## config.mk

```make
export PLATFORM = sky130hd
export DESIGN_NAME = apb_master_bridge
export DESIGN_NICKNAME = d
export VERILOG_FILES = /design/src/rtl/apb_master_bridge.sv
export SDC_FILE = /design/constraint.sdc
export NUM_CORES = 1
export LEC_CHECK = 0
export ABC_AREA = 1
export CORE_ASPECT_RATIO = 1.4
export CORE_MARGIN = 1.5
export CORE_UTILIZATION = 47
export DETAILED_ROUTE_END_ITERATION = 12
export PLACE_DENSITY = 0.84
export SKIP_LAST_GASP = 1
export SYNTH_ARGS = -nofsm -noshare
export SYNTH_HDL_FRONTEND = slang
export SYNTH_SLANG_ARGS = --single-unit
```

## constraint.sdc

```tcl
create_clock -name PCLK -period 4.4 [get_ports PCLK]
set_clock_uncertainty 0.2 [all_clocks]
set_input_delay 0.88 -clock PCLK [delete_from_list [all_inputs] [get_ports PCLK]]
set_output_delay 0.88 -clock PCLK [all_outputs]
set_load 0.01 [all_outputs]
```

## src/rtl/apb_master_bridge.sv

```systemverilog
// APB initiator: turns a valid/ready command stream into APB SETUP/ACCESS transfers
// and returns read data and status on a valid/ready response stream, with wait-state timeout.
module apb_master_bridge #(
  parameter int ADDR_WIDTH     = 3,
  parameter int DATA_WIDTH     = 8,
  parameter int TIMEOUT_CYCLES = 16
) (
  input  logic                  PCLK,
  input  logic                  PRESETn,
  input  logic                  cmd_valid,
  output logic                  cmd_ready,
  input  logic                  cmd_write,
  input  logic [ADDR_WIDTH-1:0] cmd_addr,
  input  logic [DATA_WIDTH-1:0] cmd_wdata,
  output logic                  rsp_valid,
  input  logic                  rsp_ready,
  output logic [DATA_WIDTH-1:0] rsp_rdata,
  output logic                  rsp_err,
  output logic                  rsp_timeout,
  output logic [ADDR_WIDTH-1:0] PADDR,
  output logic                  PWRITE,
  output logic                  PSEL,
  output logic                  PENABLE,
  output logic [DATA_WIDTH-1:0] PWDATA,
  input  logic [DATA_WIDTH-1:0] PRDATA,
  input  logic                  PREADY,
  input  logic                  PSLVERR
);

  localparam int CNT_W = (TIMEOUT_CYCLES > 0) ? $clog2(TIMEOUT_CYCLES + 1) : 1;
  localparam logic [CNT_W:0] TIMEOUT_LIM = (CNT_W + 1)'(TIMEOUT_CYCLES);

  typedef enum logic [1:0] {
    IDLE   = 2'd0,
    SETUP  = 2'd1,
    ACCESS = 2'd2,
    RESP   = 2'd3
  } state_t;

  state_t           state;
  state_t           state_next;
  logic [CNT_W-1:0] wait_cnt;
  logic [CNT_W:0]   wait_inc;
  logic             accept;
  logic             done_ok;
  logic             done_to;

  assign cmd_ready = (state == IDLE);
  assign accept    = cmd_valid && (state == IDLE);

  // One extra bit so a saturated counter can never alias the timeout limit.
  assign wait_inc = {1'b0, wait_cnt} + (CNT_W + 1)'(1);
  assign done_ok  = (state == ACCESS) && PREADY;
  assign done_to  = (state == ACCESS) && !PREADY && (TIMEOUT_CYCLES != 0)
                    && (wait_inc == TIMEOUT_LIM);

  // NOTE: sequential state uses non-blocking assignments so every flop samples
  // pre-edge values regardless of process ordering.
  always_ff @(posedge PCLK or negedge PRESETn) begin
    if (!PRESETn) begin
      state <= IDLE;
    end else begin
      state <= state_next;
    end
  end

  // NOTE: next state gets its default before the case so no path leaves it
  // unassigned, which would otherwise infer a latch.
  always_comb begin
    state_next = state;
    case (state)
      IDLE:    if (cmd_valid)          state_next = SETUP;
      SETUP:                           state_next = ACCESS;
      ACCESS:  if (done_ok || done_to) state_next = RESP;
      RESP:    if (rsp_ready)          state_next = IDLE;
      default:                         state_next = IDLE;
    endcase
  end

  // Bus strobes and rsp_valid are registered from the next state so they are glitch-free.
  // NOTE: every flop here is reset asynchronously so PSEL/PENABLE drop the moment
  // PRESETn asserts, without waiting for a clock.
  always_ff @(posedge PCLK or negedge PRESETn) begin
    if (!PRESETn) begin
      PSEL        <= 1'b0;
      PENABLE     <= 1'b0;
      PWRITE      <= 1'b0;
      PADDR       <= '0;
      PWDATA      <= '0;
      rsp_valid   <= 1'b0;
      rsp_rdata   <= '0;
      rsp_err     <= 1'b0;
      rsp_timeout <= 1'b0;
      wait_cnt    <= '0;
    end else begin
      PSEL      <= (state_next == SETUP) || (state_next == ACCESS);
      PENABLE   <= (state_next == ACCESS);
      rsp_valid <= (state_next == RESP);

      if (accept) begin
        PWRITE   <= cmd_write;
        PADDR    <= cmd_addr;
        PWDATA   <= cmd_wdata;
        wait_cnt <= '0;
      end else if ((state == ACCESS) && !PREADY && (wait_cnt != '1)) begin
        wait_cnt <= wait_cnt + CNT_W'(1);
      end

      if (done_ok) begin
        rsp_rdata   <= PWRITE ? '0 : PRDATA;
        rsp_err     <= PSLVERR;
        rsp_timeout <= 1'b0;
      end else if (done_to) begin
        rsp_rdata   <= '0;
        rsp_err     <= 1'b1;
        rsp_timeout <= 1'b1;
      end
    end
  end

endmodule

```

# After elaboration in Yosys (flattened, before gate mapping)
# Cells that the tools add are included.
[word_totals]
register_bits = 32
latchBits = 0
ramBits = 0
romBits = 0
input_bits = 26
memories = 0
[classes]
addsub = 2
mul = 0
div_mod_pow = 0
n_lt_le_gt_ge = 0
n_eq_ne = 8
shifts = 0
mux = 12
bitwise = 0
n_reduce_logical = 11
[ops]
columns = ["cell", "n"]
rows = [
  ["$mux W8", 3],
  ["$mux W5", 2],
  ["$eq A2 B2 Y1 const B", 4],
  ["$pmux W2 S4", 1],
  ["$add A5 B1 Y6 const B", 1],
  ["$eq A6 B5 Y1 const B", 1],
  ["$mux W2", 3],
  ["$add A5 B1 Y5 const B", 1],
  ["$logic_and A1 B1 Y1", 5],
  ["$ne A5 B5 Y1 const B", 1],
  ["$eq A2 B1 Y1 const B", 2],
  ["$reduce_bool A2 Y1", 2],
  ["$mux W1", 3],
  ["$logic_not A2 Y1", 1],
  ["$logic_or A1 B1 Y1", 2],
  ["$logic_not A1 Y1", 1],
]

# Logic depth before layout (Yosys ltp)
[logic_depth]
word_depth = 8
depth_mapped = 13
depth_no_buf = 13

# Worst setup path before layout
# No wires, ideal clock.
[synth_timing]
path_kind = "register -> register"
startpoint = "reg wait_cnt[0]"
endpoint = "reg PSEL"
arrival_time_ns = 1.722
setup_slack_ns = 2.366
path_stages_with_launch = 14
path_buffers = 0
period_less_slack_ns = 2.034
path_cell_list = "dfrtp_1 ha_1 nand2_1 nor2_1 ha_1 nand2_1 inv_1 nand2_1 nor2_1 nand3_1 nand2_1 nor2_1 ha_1 inv_1"
[synth_between]
elab_chain_cells = 8
elab_cells_between_ends = 9
classes_between = "add/sub: 1; eq/ne: 3; mux: 2; reduce/logical: 3"
[synth_lines]
columns = ["element", "line", "text"]
rows = [
  ["start, declared", "42", "logic [CNT_W-1:0] wait_cnt;"],
  ["start signal, assigned", "106", "wait_cnt <= wait_cnt + CNT_W'(1);"],
  ["$add A5 B1 Y6 (*)", "52", "assign wait_inc = {1'b0, wait_cnt} + (CNT_W + 1)'(1);"],
  ["$eq A6 B5 Y1 (*)", "55", "&& (wait_inc == TIMEOUT_LIM);"],
  ["$logic_and A1 B1 Y1 (*)", "55", ""],
  ["$logic_or A1 B1 Y1 (*)", "74", "ACCESS: if (done_ok || done_to) state_next = RESP;"],
  ["$mux W2 (*)", "74", ""],
  ["$pmux W2 S4 (*)", "71", "case (state)"],
  ["$eq A2 B1 Y1 or $eq A2 B2 Y1 (tied branches)", "96", "PSEL <= (state_next == SETUP) || (state_next == ACCESS);"],
  ["$logic_or A1 B1 Y1 (*)", "96", ""],
  ["end signal, assigned", "96", ""],
  ["end, declared", "22", "output logic PSEL,"],
]
# Every way passes the cells marked *; elsewhere a longest branch is shown, timed or not.
# A chain may end at the register's enable or synchronous reset.

# Final worst setup path
[layout_timing]
startpoint = "reg state[1]"
endpoint = "out cmd_ready"
[layout_between]
elab_chain_cells = 1
[layout_lines]
columns = ["element", "line", "text"]
rows = [
  ["start, declared", "40", "state_t state;"],
  ["start signal, assigned", "63", "state <= state_next;"],
  ["$logic_not A2 Y1", "48", "assign cmd_ready = (state == IDLE);"],
  ["end, declared", "11", "output logic cmd_ready,"],
]
# Every way passes these cells.

==> summary.json <==
{
  "run_status": {"value": "completed"},
  "drt-total-wl": {"value": 2900, "unit": "um"},
  "final_net_count": {"value": 215},
  "critPathSlowestCell": {"value": "clkdlybuf4s50_1"},
  "max-cap-violations": {"value": 0},
  "fp.dieH": {"value": 67.5, "unit": "um"},
  "final.min_clock_period": {"value": 2530, "unit": "ps"},
  "diodes": {"value": 0},
  "synth_top_area_cell": {"value": "dfrtp_1"},
  "gr_overflow_total": {"value": 0},
  "placement.io_buffers": {"value": 51},
  "timing.critical_path.max_delay_family": {"value": "buffers and inverters"},
  "vdd_ir_drop_max": {"value": 0.411, "unit": "mV"},
  "drcViolationCount": {"value": 0},
  "clk_transition_reported_paths": {"value": 60, "unit": "ps"},
  "cp.required": {"value": 3320, "unit": "ps"},
  "final_util": {"value": 0.708},
  "drive_gt1_frac": {"value": 0.130},
  "die_w": {"value": 49.1, "unit": "um"},
  "die_footprint": {"value": 3310, "unit": "sq um"},
  "max-slew-margin-rel": {"value": 0.734},
  "io_pins": {"value": 52},
  "critical_path.endpoint_type": {"value": "primary output"},
  "synth.top_cell.area_share": {"value": 0.573},
  "multi_input_comb_area": {"value": 532, "unit": "sq um"},
  "crit_start": {"value": "state[1]"},
  "gp_routability_congestion": {"value": 0.736},
  "timing_max_transition_violations_final": {"value": 0},
  "clock-root-buffer": {"value": "clkbuf_8"},
  "holdPathEnd": {"value": "rsp_timeout"},
  "p_total": {"value": 1.30, "unit": "mW"},
  "number_of_synthesized_flops_with_an_enable_pin": {"value": 0},
  "leakage": {"value": 0.972, "unit": "nW"},
  "htreeDepth": {"value": 2},
  "synthesis.nets": {"value": 159},
  "ys_top_cells_by_count": {"value": "nand2_1 (37), dfrtp_1 (32), nand3_1 (15)"},
  "cts_buffer_depth": {"value": 2},
  "cp_num_buf_inv": {"value": 1},
  "grt_setup_unrepaired": {"value": "no"},
  "grt_usage": {"value": 0.190},
  "synth.yosys.seq_area_share": {"value": 0.573},
  "total_cell_area_at_the_placement_stage": {"value": 1930, "unit": "sq um"},
  "critical_path.cell_chain": {"value": "nor2_4, clkdlybuf4s50_1"},
  "fin_crit_sh": {"value": 0.574},
  "sequential_cell_area": {"value": 801, "unit": "sq um"},
  "cts.hold.buffers_added": {"value": 0},
  "hold_violations": {"value": 0},
  "core_region_area": {"value": 2850, "unit": "sq um"},
  "r2r-start": {"value": "wait_cnt[0]"},
  "n_fill_cell": {"value": 220},
  "postSynthAreaPerCell": {"value": 10.9, "unit": "sq um"},
  "final-instance-count-excl-fill": {"value": 222},
  "rows": {"value": 23},
  "cts-resized-gates": {"value": 0},
  "netlist_instances": {"value": 128},
  "area_delta_synth_final": {"value": 44.4, "unit": "%"},
  "grt_first_pass_wirelength": {"value": 4710, "unit": "um"},
  "netlist_area": {"value": 1400, "unit": "sq um"},
  "top_count_cell_post_synth": {"value": "nand2_1"},
  "detail_route.first_pass.iterations": {"value": 4},
  "tritoncts": {"value": "done"},
  "timing.setup.tns": {"value": 0, "unit": "ps"},
  "synth.top_cells.by_area": {"value": "dfrtp_1 (57%), nand2_1 (9.9%), mux2_2 (5.6%)"},
  "starting_utilization_of_the_core_area": {"value": 0.490},
  "grt_start_max_net_pins": {"value": 33},
  "first_global_vias": {"value": 1093},
  "asyncSetResetFlopFracSynth": {"value": 1.00},
  "ys_types": {"value": 21},
  "hold_ws": {"value": 294, "unit": "ps"},
  "cts_sinks": {"value": 32},
  "routed_via_density": {"value": 4.88},
  "postLayoutCellArea": {"value": 2020, "unit": "sq um"},
  "numCtsBuffers": {"value": 5},
  "num_vias": {"value": 1083},
  "initialDrtViolationCount": {"value": 20},
  "r2r_setup_slack": {"value": 1920, "unit": "ps"},
  "holdCritStartpoint": {"value": "rsp_timeout"},
  "worstPathArrival": {"value": 1450, "unit": "ps"},
  "critPathLaunchType": {"value": "flip-flop"},
  "timing.fmax": {"value": 396, "unit": "MHz"},
  "powerDensity": {"value": 644, "unit": "nW/um^2"},
  "place_worst_setup_slack": {"value": 1650, "unit": "ps"},
  "postSynthRegisterBits": {"value": 32},
  "final_hpwl_from_detailed_placement": {"value": 2140, "unit": "um"},
  "main_synth_ff_type": {"value": "dfrtp_1"},
  "setup.worst_path.class": {"value": "flip-flop to primary output"},
  "post_cts_setup_buffer_count": {"value": 0},
  "clock_insertion_delay_worst_skew": {"value": 280, "unit": "ps"},
  "place.detailed.instances": {"value": 214},
  "max_slew.worst_pin.slew": {"value": 398, "unit": "ps"},
  "reg2regPathDepth": {"value": 13},
  "crit_path_max_fanout": {"value": 5},
  "yosysWarningCount": {"value": 0},
  "ant_nets": {"value": 0},
  "layout_setup_ws": {"value": 1870, "unit": "ps"},
  "avgRoutedWirePerCell": {"value": 13.0, "unit": "um"},
  "setup_violations": {"value": 0},
  "crit-reg2reg-capture": {"value": "PSEL"},
  "critical_path.max_stage_delay": {"value": 560, "unit": "ps"},
  "hold_class": {"value": "flip-flop to flip-flop"},
  "whs_path_depth": {"value": 2},
  "antenna_found_initial": {"value": 0}
}
-- how the worst max path moves through the flow --
stage / slack (ps) / end / cells after the start
5_1_grt: 1720 / PSEL / 13
6_report: 1870 / cmd_ready / 2
3_3_place_gp: 1700 / PSEL / 9
2_1_floorplan: 2370 / PSEL / 13
3_5_place_dp: 1650 / PSEL / 9
4_1_cts: 1860 / cmd_ready / 2
-- where the power goes --
group	total [mW]	internal, mW	switching (mW)
Sequential	0.507	0.419	0.0886
Clock	0.228	0.127	0.100
Combinational	0.564	0.326	0.238
Total	1.30	0.872	0.427
-- tightest hold or removal path: stages (launching register included) --
cell	delay (ps)
dfrtp_1	350
nand2_1	60
nand2_1	50
-- logic make-up (layout without fill, tap and decap cells) --
logic type | Yosys count | after routing | share of synthesized area
flip-flops | 32 | 32 | 0.573
AO/OA/AOI/OAI | 3 | 3 | 0.0116
XOR/XNOR | 1 | 1 | 0.00627
AND/OR/NAND/NOR | 64 | 64 | 0.208
multiplexers | 12 | 12 | 0.110
buffers and inverters | 11 | 68 | 0.0457
adder cells (fa/ha/maj) | 5 | 5 | 0.0448
-- state kept, by name, summed over array words and instances (netlist names) --
register / cells
PWDATA: 8
rsp_rdata: 8
wait_cnt: 5
PADDR: 3
state: 2
PENABLE: 1
PSEL: 1
PWRITE: 1
rsp_err: 1
rsp_timeout: 1
rsp_valid: 1
-- area by class of cell --
| cell class | instances | area share |
|---|---|---|
| flip-flops and latches | 32 | 0.397 |
| multi-input cells | 85 | 0.264 |
| repair buffers | 52 | 0.257 |
| clock buffers | 8 | 0.0447 |
| well taps | 37 | 0.0230 |
| inverters | 8 | 0.0149 |
-- per-layer routing --
| metal | global-route usage | up-vias | part of all wire |
|---|---|---|---|
| met1 | 0.189 | 506 | 0.38 |
| met4 | 0.0857 | 0 | 0.017 |
| met2 | 0.353 | 45 | 0.53 |
| li1 | - | 526 | - |
| met3 | 0.0664 | 6 | 0.071 |
| met5 | 0 | - | 0 |
-- cells in the final DEF (no fill, tap or decap), types with 5 or more instances in the layout --
cell type	Yosys	final
clkdlybuf4s50_1	0	51
nand2_1	37	37
dfrtp_1	32	32
nand3_1	15	15
mux2_2	7	7
inv_1	6	6
nor2_1	6	6
clkbuf_8	0	6
mux2_4	5	5
ha_1	5	5
No activity file was read; power rests on OpenSTA's default activity.
